File: config.mk
export PLATFORM = sky130hd
export DESIGN_NAME = addsub_seq_acc
export DESIGN_NICKNAME = d
export VERILOG_FILES = /design/src/rtl/addsub_seq_acc_pkg.sv /design/src/rtl/addsub_seq_acc_slice_adder.sv /design/src/rtl/addsub_seq_acc.sv
export SDC_FILE = /design/constraint.sdc
export NUM_CORES = 1
export LEC_CHECK = 0
export CAP_MARGIN = 25
export CORE_ASPECT_RATIO = 0.8
export CORE_MARGIN = 8
export CORE_UTILIZATION = 50
export DETAILED_ROUTE_END_ITERATION = 8
export PLACE_DENSITY_LB_ADDON = 0.05
export SYNTH_ARGS = -nofsm -noshare
export SYNTH_HDL_FRONTEND = slang
export SYNTH_SLANG_ARGS = --single-unit
File: constraint.sdc
create_clock -name Clock -period 3.12 [get_ports Clock]
set_input_delay 0.936 -clock Clock [delete_from_list [all_inputs] [get_ports Clock]]
set_output_delay 0.936 -clock Clock [all_outputs]
set_load 0.1 [all_outputs]
File: src/rtl/addsub_seq_acc_pkg.sv
// Shared types and helpers for the sliced add/subtract accumulator.
package addsub_seq_pkg;

    typedef enum logic [1:0] {
        IDLE = 2'd0,
        BUSY = 2'd1,
        DONE = 2'd2
    } state_e;

    // Widest datapath the saturation helper can describe.
    localparam int unsigned SAT_MAXW = 64;

    // Clamp value for an n-bit signed result: most negative if neg, else most positive.
    function automatic logic [SAT_MAXW-1:0] sat_const(input int unsigned n, input logic neg);
        logic [SAT_MAXW-1:0] r;
        r = {{(SAT_MAXW-1){1'b0}}, 1'b1} << (n - 1);
        if (!neg) r = r - 1'b1;
        return r;
    endfunction

    // Signed overflow: both operands share a sign that the sum does not.
    function automatic logic ovf_detect(input logic g_msb, input logic h_msb, input logic m_msb);
        return (g_msb & h_msb & ~m_msb) | (~g_msb & ~h_msb & m_msb);
    endfunction

endpackage

File: src/rtl/addsub_seq_acc_slice_adder.sv
// K-bit ripple slice, reused every cycle for successive operand slices.
module addsub_slice_adder #(
    parameter int K = 4
) (
    input  logic [K-1:0] a_i,
    input  logic [K-1:0] b_i,
    input  logic         c_i,
    output logic [K-1:0] s_o,
    output logic         c_o
);

    // Sum with carry kept as the extra top bit.
    always_comb begin
        {c_o, s_o} = {1'b0, a_i} + {1'b0, b_i} + {{K{1'b0}}, c_i};
    end

endmodule

File: src/rtl/addsub_seq_acc.sv
// N-bit add/subtract with accumulator, computed K bits per cycle.
module addsub_seq_acc
    import addsub_seq_pkg::*;
#(
    parameter int N = 16,
    parameter int K = 4
) (
    input  logic         Clock,
    input  logic         Reset,
    input  logic         InValid,
    output logic         InReady,
    input  logic [N-1:0] A,
    input  logic [N-1:0] B,
    input  logic         AddSub,
    input  logic         Sel,
    input  logic         Sat,
    output logic         OutValid,
    input  logic         OutReady,
    output logic [N-1:0] Z,
    output logic         Overflow,
    output logic         Carryout,
    output logic         StickyOvf,
    input  logic         ClrSticky
);

    localparam int NS = N / K;
    localparam int IW = (NS > 1) ? $clog2(NS) : 1;

    state_e         state_q, state_d;
    logic [N-1:0]   g_q, g_d, h_q, h_d, m_q, m_d, z_q, z_d;
    logic [IW-1:0]  idx_q, idx_d;
    logic           carry_q, carry_d, sat_q, sat_d;
    logic           ovf_q, ovf_d, cout_q, cout_d, sticky_q, sticky_d;

    logic [31:0]    lsb;
    logic [K-1:0]   sl_a, sl_b, sl_s;
    logic           sl_co;
    logic [N-1:0]   m_next, sat_val;
    logic           last, ovf_c, commit;

    // Select the current operand slices and merge the new sum slice into the result.
    always_comb begin
        lsb     = 32'(idx_q) * 32'(K);
        sl_a    = K'(g_q >> lsb);
        sl_b    = K'(h_q >> lsb);
        m_next  = (m_q & ~(N'({K{1'b1}}) << lsb)) | (N'(sl_s) << lsb);
        last    = (state_q == BUSY) && (idx_q == IW'(NS - 1));
        ovf_c   = ovf_detect(g_q[N-1], h_q[N-1], m_next[N-1]);
        sat_val = N'(sat_const(N, g_q[N-1]));
        commit  = last;
    end

    addsub_slice_adder #(.K(K)) u_slice (
        .a_i (sl_a),
        .b_i (sl_b),
        .c_i (carry_q),
        .s_o (sl_s),
        .c_o (sl_co)
    );

    // Next state for FSM, capture registers and committed flags.
    always_comb begin
        state_d = state_q;
        g_d     = g_q;
        h_d     = h_q;
        m_d     = m_q;
        z_d     = z_q;
        idx_d   = idx_q;
        carry_d = carry_q;
        sat_d   = sat_q;
        ovf_d   = ovf_q;
        cout_d  = cout_q;
        // A committing overflow beats a same-cycle clear.
        sticky_d = (ClrSticky ? 1'b0 : sticky_q) | (commit & ovf_c);
        unique case (state_q)
            IDLE: begin
                if (InValid) begin
                    g_d     = Sel ? z_q : A;
                    h_d     = AddSub ? ~B : B;
                    carry_d = AddSub;
                    sat_d   = Sat;
                    idx_d   = '0;
                    m_d     = '0;
                    state_d = BUSY;
                end
            end
            BUSY: begin
                m_d     = m_next;
                carry_d = sl_co;
                idx_d   = idx_q + 1'b1;
                if (last) begin
                    idx_d   = '0;
                    ovf_d   = ovf_c;
                    cout_d  = sl_co;
                    z_d     = (sat_q && ovf_c) ? sat_val : m_next;
                    state_d = DONE;
                end
            end
            DONE: begin
                if (OutReady) state_d = IDLE;
            end
            default: state_d = IDLE;
        endcase
    end

    // State and datapath registers; reset discards any work in flight.
    always_ff @(posedge Clock or posedge Reset) begin
        if (Reset) begin
            state_q  <= IDLE;
            g_q      <= '0;
            h_q      <= '0;
            m_q      <= '0;
            z_q      <= '0;
            idx_q    <= '0;
            carry_q  <= 1'b0;
            sat_q    <= 1'b0;
            ovf_q    <= 1'b0;
            cout_q   <= 1'b0;
            sticky_q <= 1'b0;
        end else begin
            state_q  <= state_d;
            g_q      <= g_d;
            h_q      <= h_d;
            m_q      <= m_d;
            z_q      <= z_d;
            idx_q    <= idx_d;
            carry_q  <= carry_d;
            sat_q    <= sat_d;
            ovf_q    <= ovf_d;
            cout_q   <= cout_d;
            sticky_q <= sticky_d;
        end
    end

    assign InReady   = (state_q == IDLE);
    assign OutValid  = (state_q == DONE);
    assign Z         = z_q;
    assign Overflow  = ovf_q;
    assign Carryout  = cout_q;
    assign StickyOvf = sticky_q;

endmodule

## Word level (Yosys, flattened, before mapping)

Index checks and enable logic that the tools add are counted.

| cells by class | value |
|---|---|
| add/subtract/negate cells | 3 |
| equal/unequal tests | 6 |
| shifts and indexed selects | 4 |
| muxes and demuxes | 16 |
| bitwise logic cells | 14 |
| reductions and logical operators | 8 |

Operators by type and width:

| kind | number |
|---|---|
| two-way mux 16 bit | 5 |
| NOT 16 bit | 2 |
| case mux 16 bit (2 select lines) | 1 |
| >> shifter 16 x 4 -> 4 bit | 2 |
| AND 16 bit | 1 |
| bitwise OR 16 bit | 1 |
| left shift 4 x 4 -> 16 bit | 1 |
| left shift 4 x 4 -> 16 bit, first input constant | 1 |
| two-way mux 2 bit | 5 |
| case mux 2 bit (3 select lines) | 1 |
| AND reduction 2 bit | 3 |
| adder 4 x 4 -> 5 bit | 1 |
| adder 5 x 1 -> 5 bit | 1 |
| AND 1 bit | 5 |
| == test 2 bit, second input constant | 2 |
| != test 2 bit, second input constant | 2 |
| case mux 2 bit (2 select lines) | 1 |
| NOT 1 bit | 3 |
| AND reduction 3 bit | 1 |
| adder 2 x 1 -> 2 bit, second input constant | 1 |
| == test 2 x 1 -> 1 bit, second input constant | 1 |
| logical AND 1 bit | 2 |
| zero test 2 bit | 1 |
| two-way mux 1 bit | 2 |
| 4 further kinds | 5 |

| storage, ports and cells | value |
|---|---|
| bits in registers | 73 |
| input port bits | 40 |
| output and inout bits | 21 |
| logic and storage cells | 62 |

## Longest topological paths before layout

Gate-level depths: netlist (run 1).

| depth | value |
|---|---|
| depth in word-level cells | 10 |
| gate-level depth with buffers | 10 |
| mapped depth without buffers | 6 |

## By module

From an unflattened synthesis (run 1), not the netlist that was laid out.

| second synthesis, totals | value |
|---|---|
| cell total of the unflattened synthesis | 340 |
| area, all modules | 3507.1 sq um |

By module, submodules not included:

| module | instances | cells each | area an instance (sq um) | seq. area each (sq um) |
|---|---|---|---|---|
| addsub_seq_acc | 1 | 324 | 3363.2 | 1726.7 |
| addsub_slice_adder | 1 | 16 | 143.9 | 0.0 |

## Worst setup path after synthesis (run 1)

OpenSTA, ideal clock, no wires.

| timing path | value |
|---|---|
| kind | flip-flop to flip-flop |
| start point | reg idx_q[0] |
| end point | reg z_q[11], in the netlist Z[11] |
| data arrival time | 2739 ps |
| slack | 244 ps |
| cell stages (with the launch flop) | 9 |
| clock period less this slack | 2876 ps |
| path through | dfrtp_1 -> buf_2 -> buf_2 -> mux4_2 -> fa_1 -> and3_1 -> or3_1 -> a32oi_1 -> a31oi_2 |

| between the ends | value |
|---|---|
| word-level cells in the longest chain between the ends | 10 |

Ends and longest elaborated chain:

| item | line | source |
|---|---|---|
| from (decl) | addsub_seq_acc.sv:31 | `logic [IW-1:0] idx_q, idx_d;` |
| from (signal assigned) | addsub_seq_acc.sv:126 | `idx_q <= idx_d;` |
| >> shifter 16 x 4 -> 4 bit, on equally long branches | addsub_seq_acc.sv:44, addsub_seq_acc.sv:45 |  |
| adder 4 x 4 -> 5 bit | addsub_seq_acc_slice_adder.sv:14 | `{c_o, s_o} = {1'b0, a_i} + {1'b0, b_i} + {{K{1'b0}}, c_i};` |
| adder 5 x 1 -> 5 bit | addsub_seq_acc_slice_adder.sv:14 |  |
| left shift 4 x 4 -> 16 bit | addsub_seq_acc.sv:46 | `m_next = (m_q & ~(N'({K{1'b1}}) << lsb)) \| (N'(sl_s) << lsb);` |
| bitwise OR 16 bit | addsub_seq_acc.sv:46 |  |
| NOT 1 bit | addsub_seq_acc_pkg.sv:23 | `return (g_msb & h_msb & ~m_msb) \| (~g_msb & ~h_msb & m_msb);` |
| AND 1 bit | addsub_seq_acc_pkg.sv:23 |  |
| bitwise OR 1 bit | addsub_seq_acc_pkg.sv:23 |  |
| logical AND 1 bit | addsub_seq_acc.sv:95 | `z_d = (sat_q && ovf_c) ? sat_val : m_next;` |
| two-way mux 16 bit | addsub_seq_acc.sv:95 |  |
| to (signal assigned) | addsub_seq_acc.sv:125 | `z_q <= z_d;` |
| to (decl) | addsub_seq_acc.sv:30 | `logic [N-1:0] g_q, g_d, h_q, h_d, m_q, m_d, z_q, z_d;` |

Parallel ways exist; a longest one is shown, timed or not.
A chain may end at the register's enable or synchronous reset.

## Final worst setup path (run 1)

| timing path | value |
|---|---|
| start point | reg idx_q[0] |
| end point | reg z_q[14], in the netlist Z[14] |

The elaborated chain is that of the path after synthesis.

==> results of run 1 <==
registers in the layout (all words and copies together) (netlist names):
register / count
Z: 16
idx_q: 2
g_q: 16
carry_q: 1
h_q: 16
m_q: 16
state_q: 2
Carryout: 1
Overflow: 1
StickyOvf: 1
sat_q: 1
worst register-to-register path, stage by stage, from the launching register on:
cell,delay [ps]
dfrtp_2,500
mux4_2,560
fa_1,480
fa_1,440
xor2_1,200
buf_4,180
a22oi_1,320
a31oi_2,130
routing by layer:
layer / GRT usage (%) / wire length, um
met1: 29.9 / 5060
met2: 28.1 / 4460
met3: 5.25 / 620
met4: 5.89 / 107
met5: 0 / 0
what timing repair did:
| item | CTS | global route |
|---|---|---|
| endpoints found under the setup margin | 0 | 21 |
| buffers inserted | 0 | 0 |
| gates resized for setup | 0 | 2 |
cells by family after synthesis:
| logic type | count (synthesis) | synth area share [%] |
|---|---|---|
| xor+xnor | 17 | 3.81 |
| compound gates | 102 | 17.6 |
| buf+inv | 38 | 4.41 |
| fa+ha+maj | 9 | 3.26 |
| mux | 25 | 8.96 |
| simple gates | 114 | 15.2 |
| flops | 73 | 46.7 |
metrics by stage:
step	hold slack [ps]	power [mW]	cell area, um^2	util, %
final	487	5.58	4810	61.9
after CTS	493	5.56	4800	61.8
after global placement	467	4.76	4610	59.4
after global routing	510	5.93	4810	61.9
after detailed placement	478	4.80	4610	59.4
after floorplan	445	3.87	3910	-
layout make-up:
type,count,area (um^2),share of cell area (%)
Clock buffer,13,149,3.10
Clock inverter,3,40.0,0.833
Inverter,10,37.5,0.781
Sequential cell,73,1830,38.0
Multi-Input combinational cell,267,1920,40.0
Timing Repair Buffer,78,696,14.5
Tap cell,108,135,2.81
power groups by stage:
stage	registers, mW	logic [mW]	clock network (mW)
3_3_place_gp	1.66	3.10	0
4_1_cts	1.64	3.16	0.757
2_1_floorplan	2.03	1.85	0
5_1_grt	1.68	3.45	0.792
6_report	1.64	3.20	0.738
3_5_place_dp	1.66	3.14	0
how the worst max path moves through the flow:
stage                     startpoint  endpoint  slack (ps)  cells after the start
after global placement      idx_q[0]     Z[14]         140                      7
after detailed placement    idx_q[0]      Z[3]          70                      6
final                       idx_q[0]     Z[14]         170                      7
after floorplan             idx_q[0]     Z[11]         240                      8
after global routing        idx_q[0]   m_q[14]          90                      7
after CTS                   idx_q[0]     Z[14]          60                      7
cell usage in the layout (no fill, tap or decap), types with 7 or more instances in the layout:
cell type / Yosys / layout
a22oi_1: 12 / 12
a31oi_2: 10 / 10
buf_4: 3 / 38
clkbuf_8: 0 / 10
clkdlybuf4s50_1: 0 / 39
dfrtp_1: 73 / 72
ha_1: 7 / 7
inv_1: 10 / 9
mux2i_1: 17 / 17
mux4_2: 8 / 8
nand2_1: 55 / 54
nand3_1: 22 / 22
nor2_1: 9 / 9
nor4b_1: 14 / 14
o21ai_0: 49 / 49
xnor2_1: 16 / 16
==> flow_summary.toml, run 1 <==
[floorplan]
dieHeight_um = 95.1
initial_core_utilization_pct = 50.4
std_cell_rows = 29
core_area_um2 = 7760
floorplan.io_pins = 61
design.die.area_um2 = 10900
die_width_um = 115

[worst_setup_path]
worst_setup_path_start_kind = "flop"
worst-setup-path-type = "reg2reg"
path_max_fanout = 8
reg2reg_from = "idx_q[0]"
setup.reg_to_reg.worst_slack_ps = 170
cp_data_required_time_ps = 3340
crit_path_cell_chain = "mux4_2 -> fa_1 -> fa_1 -> xor2_1 -> buf_4 -> a22oi_1 -> a31oi_2"
critPathBufInv = 1
critical_path_arrival_ps = 3160
critPathMaxStageDelay_ps = 560
reg2reg_depth = 7
cp_slowest_cell = "mux4_2"
regToRegEndpoint = "Z[14]"
critical-path-top-cell-by-count = "fa_1"
largest_delay_contributor_family_on_the_critical_path = "adder cells"
endpoint_kind = "flop"

[global_route]
grt_first_pass_wirelength_mm = 16.8
grt.total_usage_pct = 20.2
initial_antenna_violation_count = 0
number_of_global_route_vias_before_repair = 3045
overall_overflow_remaining_after_global_route = 0
maximum_number_of_pins_on_one_net_before_global_route_repair = 55

[power_and_ir_drop]
p_comb_share_pct = 57.4
vdd.ir_drop.worst_v = 0.000712
leakage_nw = 2.08
power_density_normalized_to_cell_area_nw_per_um2 = 1160
power.sequential.fraction_pct = 29.4
p_int_mw = 2.79
netSwitchingFraction_pct = 49.9
clock_power_share_pct = 13.2
power.switching_mw = 2.78

[timing]
relSlewSlack_pct = 59.7
min_period_over_period_pct = 94.5
finClkSkew_ps = 12.6
finalWorstSetupSlack_ps = 172
timing.setup.tns_ps = 0
min_period_ps = 2950
unrepaired_setup_endpoints_after_global_routing = "no"
final-setup-viol-count = 0
worst_pin_slew_ps = 605
finalHoldViolations = 0
timing.final.max_slew_violations = 0
timing.fmax_ghz = 0.339

[yosys]
synthMostInstantiatedCell = "dfrtp_1"
synth_warnings = 0
synth_edf_count = 0
seq_area_frac_synth_pct = 46.7
post-synth-top-area-fraction_pct = 46.7
avgSynthCellArea_um2 = 10.3
syn_area_um2 = 3910
synthArstFlopShare_pct = 100
synth_area_leader_cell = "dfrtp_1"
synth.top_cells.by_area = "dfrtp_1, o21ai_0, nand2_1, mux4_2, mux2i_1"
synthDistinctLibCells = 41
yosys_register_bits = 73
yosys-top-cells-count = "dfrtp_1, nand2_1, o21ai_0"
ys_dominant_reg_cell = "dfrtp_1"
syn_inst = 378
postSynthNetCount = 427

[finish]
post_route_cells_drive_above_1_share_pct = 17.3
antenna_cells_inserted = 0
fillCellCount = 682
finalNonFillerCells = 552
area_added_between_synthesis_and_finish_pct = 22.9
finish.net_count = 488

[routing]
detail_route.drc_violations = 0
first_pass_iters = 5
detailroute.via_count = 3129
drt-initial-drc-count = 181
detail_route.wirelength_mm = 10.2
route.detailed.wl_per_inst_um = 18.6
post_drt_via_cell_ratio = 5.67
drtAntennaViolNets = 0

[clock_network]
clockRootBuffer = "clkbuf_8"
cts_tree = "built"
clk-insertion-delay-late_ps = 360
path_clk_slew_ps = 80
post_cts_hold_buffer_count = 0
clock_tree.htree_level_count = 3
max_root_sink_buffers = 2
clkSinkCount = 73
tritoncts.num_buffers = 9

[min_path]
hold_path.class = "reg2reg"
holdPathEnd = "h_q[11]"
hold_path_startpoint = "h_q[11]"
min_path_cells = 2

[placement]
preCtsSetupSlack_ps = 71.7
dpl.hpwl_mm = 7.47
post-place-cells = 536
place.gp.congestion = 0.818
buffer_ports.inserted = 60

[status]
outcome = "finished, final reports clean"

[flow_run]
max_cap_violations = 0
No activity file was read; power rests on OpenSTA's default activity.
==> run 2, diff against run 1 <==
REMOVE_ABC_BUFFERS = 1   (was unset)
==> run 2 against run 1 <==
  * Flip-flop and latch count is the same
  * Total power shrank 3.1%
  * Final cell count shrank 0.72%
  * Clock skew shrank 3.2 ps
  * Combinational power shrank 6%
  * First-iteration DRC count shrank 2.2%
  * Worst hold slack gained 2.6 ps
==> flow_summary.toml, run 2 (synthesis gave the netlist of run 1 again) <==
[finish]
finish.net_count = 485
mostFrequentLayoutCell = "dfrtp_1"
postLayoutCoreUtil_pct = 61.8
multi_input_area_um2 = 1920
post_route_cells_drive_above_1_share_pct = 16.8
area_added_between_synthesis_and_finish_pct = 22.8
most-common-layout-cells = "dfrtp_1, nand2_1, o21ai_0"
fillCellCount = 694
antenna_cells_inserted = 0
ff_latch_area_um2 = 1830

[timing]
finalHoldWorstSlack_ps = 490
finClkSkew_ps = 9.39
finalHoldViolations = 0
min_period_over_period_pct = 93.2
worst_pin_slew_ps = 864
min_period_ps = 2910
relSlewSlack_pct = 42.4
timing.fmax_ghz = 0.344
timing.final.max_slew_violations = 0
final-setup-viol-count = 0
unrepaired_setup_endpoints_after_global_routing = "no"

[worst_setup_path]
setup.reg_to_reg.worst_slack_ps = 210
reg2reg_depth = 7
critPathMaxStageDelay_ps = 510
endpoint_kind = "flop"
regToRegEndpoint = "Z[11]"
path_max_fanout = 8
critical_path_arrival_ps = 3100
cp_data_required_time_ps = 3310
critPathBufInv = 1
largest_delay_contributor_family_on_the_critical_path = "simple AND/OR/NAND/NOR gates"
crit_end = "Z[11]"
worst_setup_path_start_kind = "flop"
cp.depth = 7
launch_point_of_the_worst_path = "idx_q[0]"
cp_slowest_cell = "mux4_2"
worst-setup-path-type = "reg2reg"
crit_path_cell_chain = "buf_4 -> mux4_2 -> ha_1 -> and3_1 -> or3_1 -> a32oi_1 -> a31oi_2"
reg2reg_from = "idx_q[0]"

[power_and_ir_drop]
power.switching_mw = 2.64
power_density_normalized_to_cell_area_nw_per_um2 = 1130
netSwitchingFraction_pct = 48.8
vdd.ir_drop.worst_v = 0.000943
leakage_nw = 2.08
p_comb_share_pct = 56.0
power.sequential.fraction_pct = 30.3
clock_power_share_pct = 13.7
p_int_mw = 2.77

[routing]
route.detailed.wl_per_inst_um = 17.7
drtAntennaViolNets = 0
detailroute.via_count = 3083
detail_route.drc_violations = 0
drt-initial-drc-count = 177
post_drt_via_cell_ratio = 5.63
detail_route.wirelength_mm = 9.72
first_pass_iters = 4

[clock_network]
post_cts_resize_count = 0
max_root_sink_buffers = 2
clk-insertion-delay-late_ps = 340
clock_tree.htree_level_count = 3
tritoncts.num_buffers = 9
path_clk_slew_ps = 70
clkSinkCount = 73
clockRootBuffer = "clkbuf_8"
post_cts_hold_buffer_count = 0
cts_tree = "built"
post-cts-setup-buffer-count = 0

[min_path]
hold_path_startpoint = "h_q[1]"
hold_path.class = "reg2reg"

[floorplan]
design.die.area_um2 = 10900
std_cell_rows = 29
initial_core_utilization_pct = 50.4
die_width_um = 115
floorplan.io_pins = 61
core_area_um2 = 7760
dieHeight_um = 95.1

[global_route]
number_of_global_route_vias_before_repair = 3104
maximum_number_of_pins_on_one_net_before_global_route_repair = 86
overall_overflow_remaining_after_global_route = 0
initial_antenna_violation_count = 0
grt_first_pass_wirelength_mm = 16.2
grt.total_usage_pct = 19.1

[status]
outcome = "finished, final reports clean"

[placement]
place.gp.congestion = 0.824
dpl.hpwl_mm = 6.86
buffer_ports.inserted = 60

[flow_run]
max_cap_violations = 0
==> run 2: cell types whose count changed in the layout (fill, tap and decap cells not counted) <==
cell,delta
dfrtp_2,-1
clkbuf_8,+1
clkbuf_1,-2
buf_12,+1
dfrtp_1,+1
buf_4,-4
==> run 2: cell type report <==
class                   count  share of cell area (%)
clock buffers              12                    3.23
repair buffers             75                    14.3
multi-input cells         267                    40.0
clock inverters             3                   0.834
flip-flops and latches     73                    38.0
inverters                  10                   0.782
well taps                 108                    2.81
==> run 2: per-stage QoR <==
step                      power [mW]  instance area, um^2  worst slack (ps)  TNS, ps  std cells
after floorplan                 3.78                 3780              -726   -35410        350
after global placement          4.61                 4600               190        0        533
after detailed placement        4.68                 4600              97.1        0        533
after CTS                       5.45                 4790              79.9        0        548
after global routing            5.82                 4800              42.9        0        548
final                           5.41                 4800               213        0        548
==> run 2: power by group through the flow <==
stage / clock (mW) / sequential (mW) / combinational (mW)
6_report: 0.741 / 1.64 / 3.02
5_1_grt: 0.803 / 1.69 / 3.33
4_1_cts: 0.765 / 1.64 / 3.04
3_5_place_dp: 0 / 1.66 / 3.02
3_3_place_gp: 0 / 1.65 / 2.96
2_1_floorplan: 0 / 2.08 / 1.70
==> run 2: worst reg2reg max path, stage by stage (launching register included) <==
cell and delay (ps):
dfrtp_1 500, buf_4 230, mux4_2 510, ha_1 410, and3_1 270, or3_1 420, a32oi_1 300, a31oi_2 120
==> run 2: metal layers <==
| metal | GRT usage [%] | vias to the layer above | part of all wire, % |
|---|---|---|---|
| li1 | - | 1483 | - |
| met1 | 26.5 | 1505 | 47 |
| met2 | 28.8 | 88 | 46 |
| met3 | 5.76 | 7 | 6.3 |
| met4 | 4.47 | 0 | 1.1 |
| met5 | 0 | - | 0 |
==> run 2: worst min-delay path by stage <==
stage / end / slack [ps] / depth (start not counted)
2_1_floorplan: g_q[10] / 440 / 2
3_3_place_gp: g_q[10] / 470 / 2
3_5_place_dp: h_q[3] / 480 / 2
4_1_cts: h_q[3] / 500 / 2
5_1_grt: h_q[14] / 520 / 2
6_report: h_q[1] / 490 / 2
